File: config.mk
export PLATFORM = sky130hd
export DESIGN_NAME = mc_controller
export DESIGN_NICKNAME = d
export VERILOG_FILES = /design/src/rtl/mc_pkg.sv /design/src/rtl/mc_aludec.sv /design/src/rtl/mc_controller.sv
export SDC_FILE = /design/constraint.sdc
export NUM_CORES = 1
export LEC_CHECK = 0
export CAP_MARGIN = 15
export CORE_MARGIN = 4
export CORE_UTILIZATION = 41
export CTS_BUF_LIST = sky130_fd_sc_hd__clkbuf_16
export CTS_CLUSTER_SIZE = 40
export DETAILED_ROUTE_END_ITERATION = 8
export GPL_ROUTABILITY_DRIVEN = 0
export HOLD_SLACK_MARGIN = 0.02
export PLACE_DENSITY = 0.93
export RECOVER_POWER = 25
export REMOVE_ABC_BUFFERS = 1
export SLEW_MARGIN = 10
export SYNTH_ARGS = -nofsm -noshare
export SYNTH_HDL_FRONTEND = slang
export SYNTH_SLANG_ARGS = --single-unit
File: constraint.sdc
create_clock -name clk -period 3.79 [get_ports clk]
set_input_delay 0.9475 -clock clk [delete_from_list [all_inputs] [get_ports clk]]
set_output_delay 0.9475 -clock clk [all_outputs]
set_load 0.02 [all_outputs]
File: src/rtl/mc_pkg.sv
// rtl/mc_pkg.sv - shared encodings for the multicycle MIPS control unit
package mc_pkg;

  // Controller states, one per cycle of the multicycle sequence
  typedef enum logic [3:0] {
    FETCH  = 4'd0,
    DECODE = 4'd1,
    MEMADR = 4'd2,
    MEMRD  = 4'd3,
    MEMWB  = 4'd4,
    MEMWR  = 4'd5,
    REXEC  = 4'd6,
    RWB    = 4'd7,
    BRANCH = 4'd8,
    IEXEC  = 4'd9,
    IWB    = 4'd10,
    JUMP   = 4'd11
  } state_t;

  // How the ALU operation is chosen in the current state
  typedef enum logic [1:0] {
    CLS_ADD   = 2'd0,
    CLS_SUB   = 2'd1,
    CLS_FUNCT = 2'd2,
    CLS_IMM   = 2'd3
  } alu_class_t;

  // Opcodes (instr[31:26])
  localparam logic [5:0] OP_R    = 6'b000000;
  localparam logic [5:0] OP_LW   = 6'b100011;
  localparam logic [5:0] OP_SW   = 6'b101011;
  localparam logic [5:0] OP_BEQ  = 6'b000100;
  localparam logic [5:0] OP_BNE  = 6'b000101;
  localparam logic [5:0] OP_ADDI = 6'b001000;
  localparam logic [5:0] OP_ANDI = 6'b001100;
  localparam logic [5:0] OP_ORI  = 6'b001101;
  localparam logic [5:0] OP_SLTI = 6'b001010;
  localparam logic [5:0] OP_J    = 6'b000010;

  // R-type funct codes (instr[5:0])
  localparam logic [5:0] FN_ADD = 6'b100000;
  localparam logic [5:0] FN_SUB = 6'b100010;
  localparam logic [5:0] FN_AND = 6'b100100;
  localparam logic [5:0] FN_OR  = 6'b100101;
  localparam logic [5:0] FN_SLT = 6'b101010;

  // ALU operation codes
  localparam logic [2:0] ALU_ADD = 3'b010;
  localparam logic [2:0] ALU_SUB = 3'b110;
  localparam logic [2:0] ALU_AND = 3'b000;
  localparam logic [2:0] ALU_OR  = 3'b001;
  localparam logic [2:0] ALU_SLT = 3'b111;

  // R-type functs the datapath can execute; anything else is dropped in DECODE
  function automatic logic funct_supported(input logic [5:0] f);
    logic ok;
    case (f)
      FN_ADD, FN_SUB, FN_AND, FN_OR, FN_SLT: ok = 1'b1;
      default:                               ok = 1'b0;
    endcase
    return ok;
  endfunction

endpackage

File: src/rtl/mc_aludec.sv
// rtl/mc_aludec.sv - ALU operation and immediate-extension decode
module mc_aludec
  import mc_pkg::*;
(
  input  logic [5:0]  op,
  input  logic [5:0]  funct,
  input  alu_class_t  alu_class,
  output logic [2:0]  alucontrol,
  output logic        immext
);

  // Pick the ALU op from the state class, falling back to add
  always_comb begin
    alucontrol = ALU_ADD;
    immext     = 1'b0;
    case (alu_class)
      CLS_ADD: alucontrol = ALU_ADD;
      CLS_SUB: alucontrol = ALU_SUB;
      CLS_FUNCT: begin
        case (funct)
          FN_ADD:  alucontrol = ALU_ADD;
          FN_SUB:  alucontrol = ALU_SUB;
          FN_AND:  alucontrol = ALU_AND;
          FN_OR:   alucontrol = ALU_OR;
          FN_SLT:  alucontrol = ALU_SLT;
          default: alucontrol = ALU_ADD;
        endcase
      end
      CLS_IMM: begin
        // Logical immediates zero-extend; arithmetic ones sign-extend
        case (op)
          OP_ADDI: begin alucontrol = ALU_ADD; immext = 1'b0; end
          OP_SLTI: begin alucontrol = ALU_SLT; immext = 1'b0; end
          OP_ANDI: begin alucontrol = ALU_AND; immext = 1'b1; end
          OP_ORI:  begin alucontrol = ALU_OR;  immext = 1'b1; end
          default: begin alucontrol = ALU_ADD; immext = 1'b0; end
        endcase
      end
      default: alucontrol = ALU_ADD;
    endcase
  end

endmodule

File: src/rtl/mc_controller.sv
// rtl/mc_controller.sv - multicycle MIPS control unit with memory-ready waits
module mc_controller
  import mc_pkg::*;
(
  input  logic       clk,
  input  logic       reset,
  input  logic [5:0] op,
  input  logic [5:0] funct,
  input  logic       zero,
  input  logic       memready,
  output logic       memtoreg,
  output logic [1:0] pcsrc,
  output logic       alusrca,
  output logic [1:0] alusrcb,
  output logic       regdst,
  output logic       regwrite,
  output logic [2:0] alucontrol,
  output logic       pcen,
  output logic       immext,
  output logic       memwrite,
  output logic       irwrite,
  output logic [3:0] state
);

  state_t     state_q;
  state_t     state_d;
  alu_class_t alu_class;

  assign state = state_q;

  // State register; reset aborts whatever instruction is in flight
  always_ff @(posedge clk) begin
    if (reset) state_q <= FETCH;
    else       state_q <= state_d;
  end

  // Next-state selection; memory states hold until memready
  always_comb begin
    state_d = state_q;
    case (state_q)
      FETCH:  if (memready) state_d = DECODE;
      DECODE: begin
        case (op)
          OP_LW, OP_SW:                       state_d = MEMADR;
          OP_R:                               state_d = funct_supported(funct) ? REXEC : FETCH;
          OP_BEQ, OP_BNE:                     state_d = BRANCH;
          OP_ADDI, OP_ANDI, OP_ORI, OP_SLTI:  state_d = IEXEC;
          OP_J:                               state_d = JUMP;
          default:                            state_d = FETCH;
        endcase
      end
      MEMADR: state_d = (op == OP_LW) ? MEMRD : MEMWR;
      MEMRD:  if (memready) state_d = MEMWB;
      MEMWB:  state_d = FETCH;
      MEMWR:  if (memready) state_d = FETCH;
      REXEC:  state_d = RWB;
      RWB:    state_d = FETCH;
      BRANCH: state_d = FETCH;
      IEXEC:  state_d = IWB;
      IWB:    state_d = FETCH;
      JUMP:   state_d = FETCH;
      default: state_d = FETCH;
    endcase
  end

  // Datapath controls per state; write strobes are suppressed during reset
  always_comb begin
    memtoreg  = 1'b0;
    pcsrc     = 2'b00;
    alusrca   = 1'b0;
    alusrcb   = 2'b00;
    regdst    = 1'b0;
    regwrite  = 1'b0;
    pcen      = 1'b0;
    memwrite  = 1'b0;
    irwrite   = 1'b0;
    alu_class = CLS_ADD;
    case (state_q)
      FETCH: begin
        // IR reloads every wait cycle; PC advances only once the fetch completes
        alusrcb = 2'b01;
        irwrite = 1'b1;
        pcen    = memready;
      end
      DECODE: begin
        alusrcb = 2'b11;
      end
      MEMADR: begin
        alusrca = 1'b1;
        alusrcb = 2'b10;
      end
      MEMWB: begin
        memtoreg = 1'b1;
        regwrite = 1'b1;
      end
      MEMWR: begin
        memwrite = 1'b1;
      end
      REXEC: begin
        alusrca   = 1'b1;
        alu_class = CLS_FUNCT;
      end
      RWB: begin
        regdst   = 1'b1;
        regwrite = 1'b1;
      end
      BRANCH: begin
        alusrca   = 1'b1;
        pcsrc     = 2'b01;
        alu_class = CLS_SUB;
        pcen      = (op == OP_BNE) ? ~zero : zero;
      end
      IEXEC: begin
        alusrca   = 1'b1;
        alusrcb   = 2'b10;
        alu_class = CLS_IMM;
      end
      IWB: begin
        regwrite = 1'b1;
      end
      JUMP: begin
        pcsrc = 2'b10;
        pcen  = 1'b1;
      end
      default: ;
    endcase
    if (reset) begin
      regwrite = 1'b0;
      memwrite = 1'b0;
      irwrite  = 1'b0;
      pcen     = 1'b0;
    end
  end

  mc_aludec u_aludec (
    .op         (op),
    .funct      (funct),
    .alu_class  (alu_class),
    .alucontrol (alucontrol),
    .immext     (immext)
  );

endmodule

==> summary.txt <==
Seq pwr share: 16.9%
Ports: 35
Min Tclk post-route: 3.65 ns
Initial DRC Count: 27
Worst reg2reg setup slack: 2.25 ns
Area Growth Syn to Fin: 66.2%
CTS tree: done
CTS Sinks: 4
Nets: 146
Post-CTS sizing: 0
Mapped Cells: 92
Clk root buf: clkbuf_16
Distinct cells, synth: 41
Port buffer count: 34
DR pass1 iterations: 4
WP data arrival: 2.70 ns
Post-Synth Adder-Cell Area: 0%
Synth Area per Inst: 7.04 um^2
Largest family of logic cells by synthesized area: simple AND/OR/NAND/NOR gates
Syn. warnings: 0
Number of synthesized flops with an enable pin: 0
WHS Endpoint: state[3]
Critical path class: in -> out
Initial core utilization: 43.0%
Setup TNS: 0 ns
Clock Skew: 0.000968 ns
Sw Share: 23.0%
Worst Setup Start Kind: primary input
FF-to-FF End: state[0]
Hold Fails Final Rpt: 0
Vias/cell: 5.98
Gr ovfl total: 0
DR WL/cell: 15.0 um
Post-Synthesis Cell Area: 648 um^2
FILL cells: 129
Worst-path maximum fanout: 4
Pwr/cell area: 258 mW/mm^2
Crit-path cells: clkdlybuf4s50_1 > nor3b_1 > a22o_1 > nand2_1 > o21ai_0 > clkdlybuf4s50_1
CP max stage delay: 0.64 ns
Largest net degree at the start of global routing: 16
Proportion of synthesized area in mux cells: 4.83%
Placement Rows: 14
Final WL: 2.17 mm
Tcrit/Tclk final: 96.3%
Slew Limit Fails: 0
CTS Buf Count: 3
LEAKAGE: 0.372 nW
Critical Path Most Common Cell: clkdlybuf4s50_1
Core Area: 0.00151 mm^2
Post-DRT Antenna Nets: 0
Vias in the first global route: 791
Reg clk slew, reported paths: 0.03 ns
Rel. slew slack: 68.2%
DP Worst Slack: 0.118 ns
Synthesis-stage register bit count: 4
Combinational power share: 23.7%
CTS Buffer Depth: 2
Post-synth top cells: nor2_1, a21oi_1, nand2_1, nand2b_1, o21ai_0
Placed Cells: 141
Setup Buffers After CTS: 0
Worst Setup Slack, final: 0.140 ns
Max VDD drop: 0.000206 V
Die X: 47.8 um
Unrepaired setup endpoints after global routing: false
Max reg flops: 4
Count leader, synth: nor2_1
Status: complete, no violations
Hold path cells: 2
H-tree depth: 1
Hold buffers post-CTS: 0
Ranking of synthesized cells by area: dfxtp_1, nor2_1, nand2b_1
Worst min path class: reg -> reg
FF-to-FF path depth: 4
Area leader, netlist: dfxtp_1
Final non-filler cell total: 144
Top cell type's share of synthesized area: 12.4%
Clk_lat worst skew: 0.23 ns
Slew @ Worst Pin: 0.477 ns
Clk pwr share: 59.4%
Worst r2r src: state[0]
First-pass GRT wire length: 3.24 mm
Async set or reset register ratio after synthesis: 0%
Final setup fails: 0
Worst Setup SP: funct[1]
Slowest cell on the critical path: clkdlybuf4s50_1
Critical Path RT: 2.84 ns
Net Sw Power: 0.0642 mW
Simple-Gate Fraction of Synth Area: 44.4%
Total track usage: 20.0%
CP endpoint kind: primary output
Die area: 0.00228 mm^2
Hold_sp: state[2]
Layout cell share with drive strength beyond 1: 10.2%
Xor-xnor portion of the synthesized cell area: 1.35%
Post-detail-place hpwl: 1.65 mm
Sequential area share after synthesis: 12.4%
Leading register cell type out of synthesis: dfxtp_1
DRC Markers: 0
Maximum clock frequency: 274 MHz
Initial antenna violation count: 0
Total internal power: 0.214 mW
Chip height: 47.8 um
Max_cap viols: 0
Diode count: 0
Compound-Gate Fraction of Synth Area: 28.4%
Total number of vias: 861
-- kinds of logic after synthesis --
group                  after synthesis
AND/OR/NAND/NOR                     48
AO/OA/AOI/OAI                       26
buffers and inverters               10
flip-flops                           4
multiplexers                         3
XOR/XNOR                             1
-- worst max-delay path by stage --
stage | slack [ns] | cells after the start | endpoint
2_1_floorplan | 0.83 | 4 | alucontrol[1]
3_3_place_gp | 0.15 | 6 | pcen
3_5_place_dp | 0.12 | 6 | pcen
4_1_cts | 0.11 | 6 | alucontrol[0]
5_1_grt | 0.04 | 6 | alucontrol[0]
6_report | 0.14 | 6 | alucontrol[0]
-- cells in the final DEF, fill, tap and decap left out, types with 2 or more instances in the layout --
master	count
o22a_1	2
nor3_1	4
nor2b_1	3
mux2i_1	2
nor4_1	2
o21ai_0	5
a211oi_1	3
o32ai_1	2
nand2_1	5
buf_4	5
nand4_1	2
clkdlybuf4s50_1	32
nand2b_1	5
nand3_1	2
a21oi_1	6
inv_1	3
nor2_1	12
dfxtp_1	4
nor3b_1	4
clkbuf_16	3
-- stage by stage --
stage | utilization [%] | power (mW) | cell area (um^2) | hold slack (ns)
6_report | 71.5 | 0.278 | 1080 | 0.673
5_1_grt | 71.5 | 0.290 | 1080 | 0.702
4_1_cts | 71.9 | 0.281 | 1080 | 0.665
3_5_place_dp | 66.9 | 0.114 | 1010 | 0.659
3_3_place_gp | 66.9 | 0.112 | 1010 | 0.649
2_1_floorplan | - | 0.0745 | 603 | 0.703
-- power groups by stage --
stage	clock network, mW	registers (mW)	logic [mW]
final	0.165	0.0469	0.0661
after global routing	0.172	0.0473	0.0707
after CTS	0.167	0.0470	0.0670
after detailed placement	0	0.0474	0.0665
after global placement	0	0.0473	0.0650
after floorplan	0	0.0478	0.0267
-- worst max-delay path, delay by kind of cell --
family,cells,cell delay [ns]
simple gates,2,0.33
buf+inv,2,1.15
compound gates,2,0.28
-- cell type report --
| cell class | instances | area (um^2) | share of cell area [%] |
|---|---|---|---|
| tap | 16 | 20.0 | 1.86 |
| sequential | 4 | 80.1 | 7.43 |
| multi-input combinational | 78 | 507 | 47.0 |
| clock buffer | 3 | 75.1 | 6.97 |
| timing repair buffer | 40 | 384 | 35.7 |
| inverter | 3 | 11.3 | 1.05 |
-- routing by layer --
layer | part of all wire (%) | track usage, % | routed length, um | vias to the layer above
met3 | 6.2 | 6.39 | 135 | 4
met4 | 1.2 | 8.60 | 26 | 0
met5 | 0 | 0 | 0 | -
li1 | - | - | - | 423
met2 | 50 | 34.3 | 1080 | 36
met1 | 43 | 22.6 | 924 | 398
Note: power is estimated with default switching activity, not from simulation.
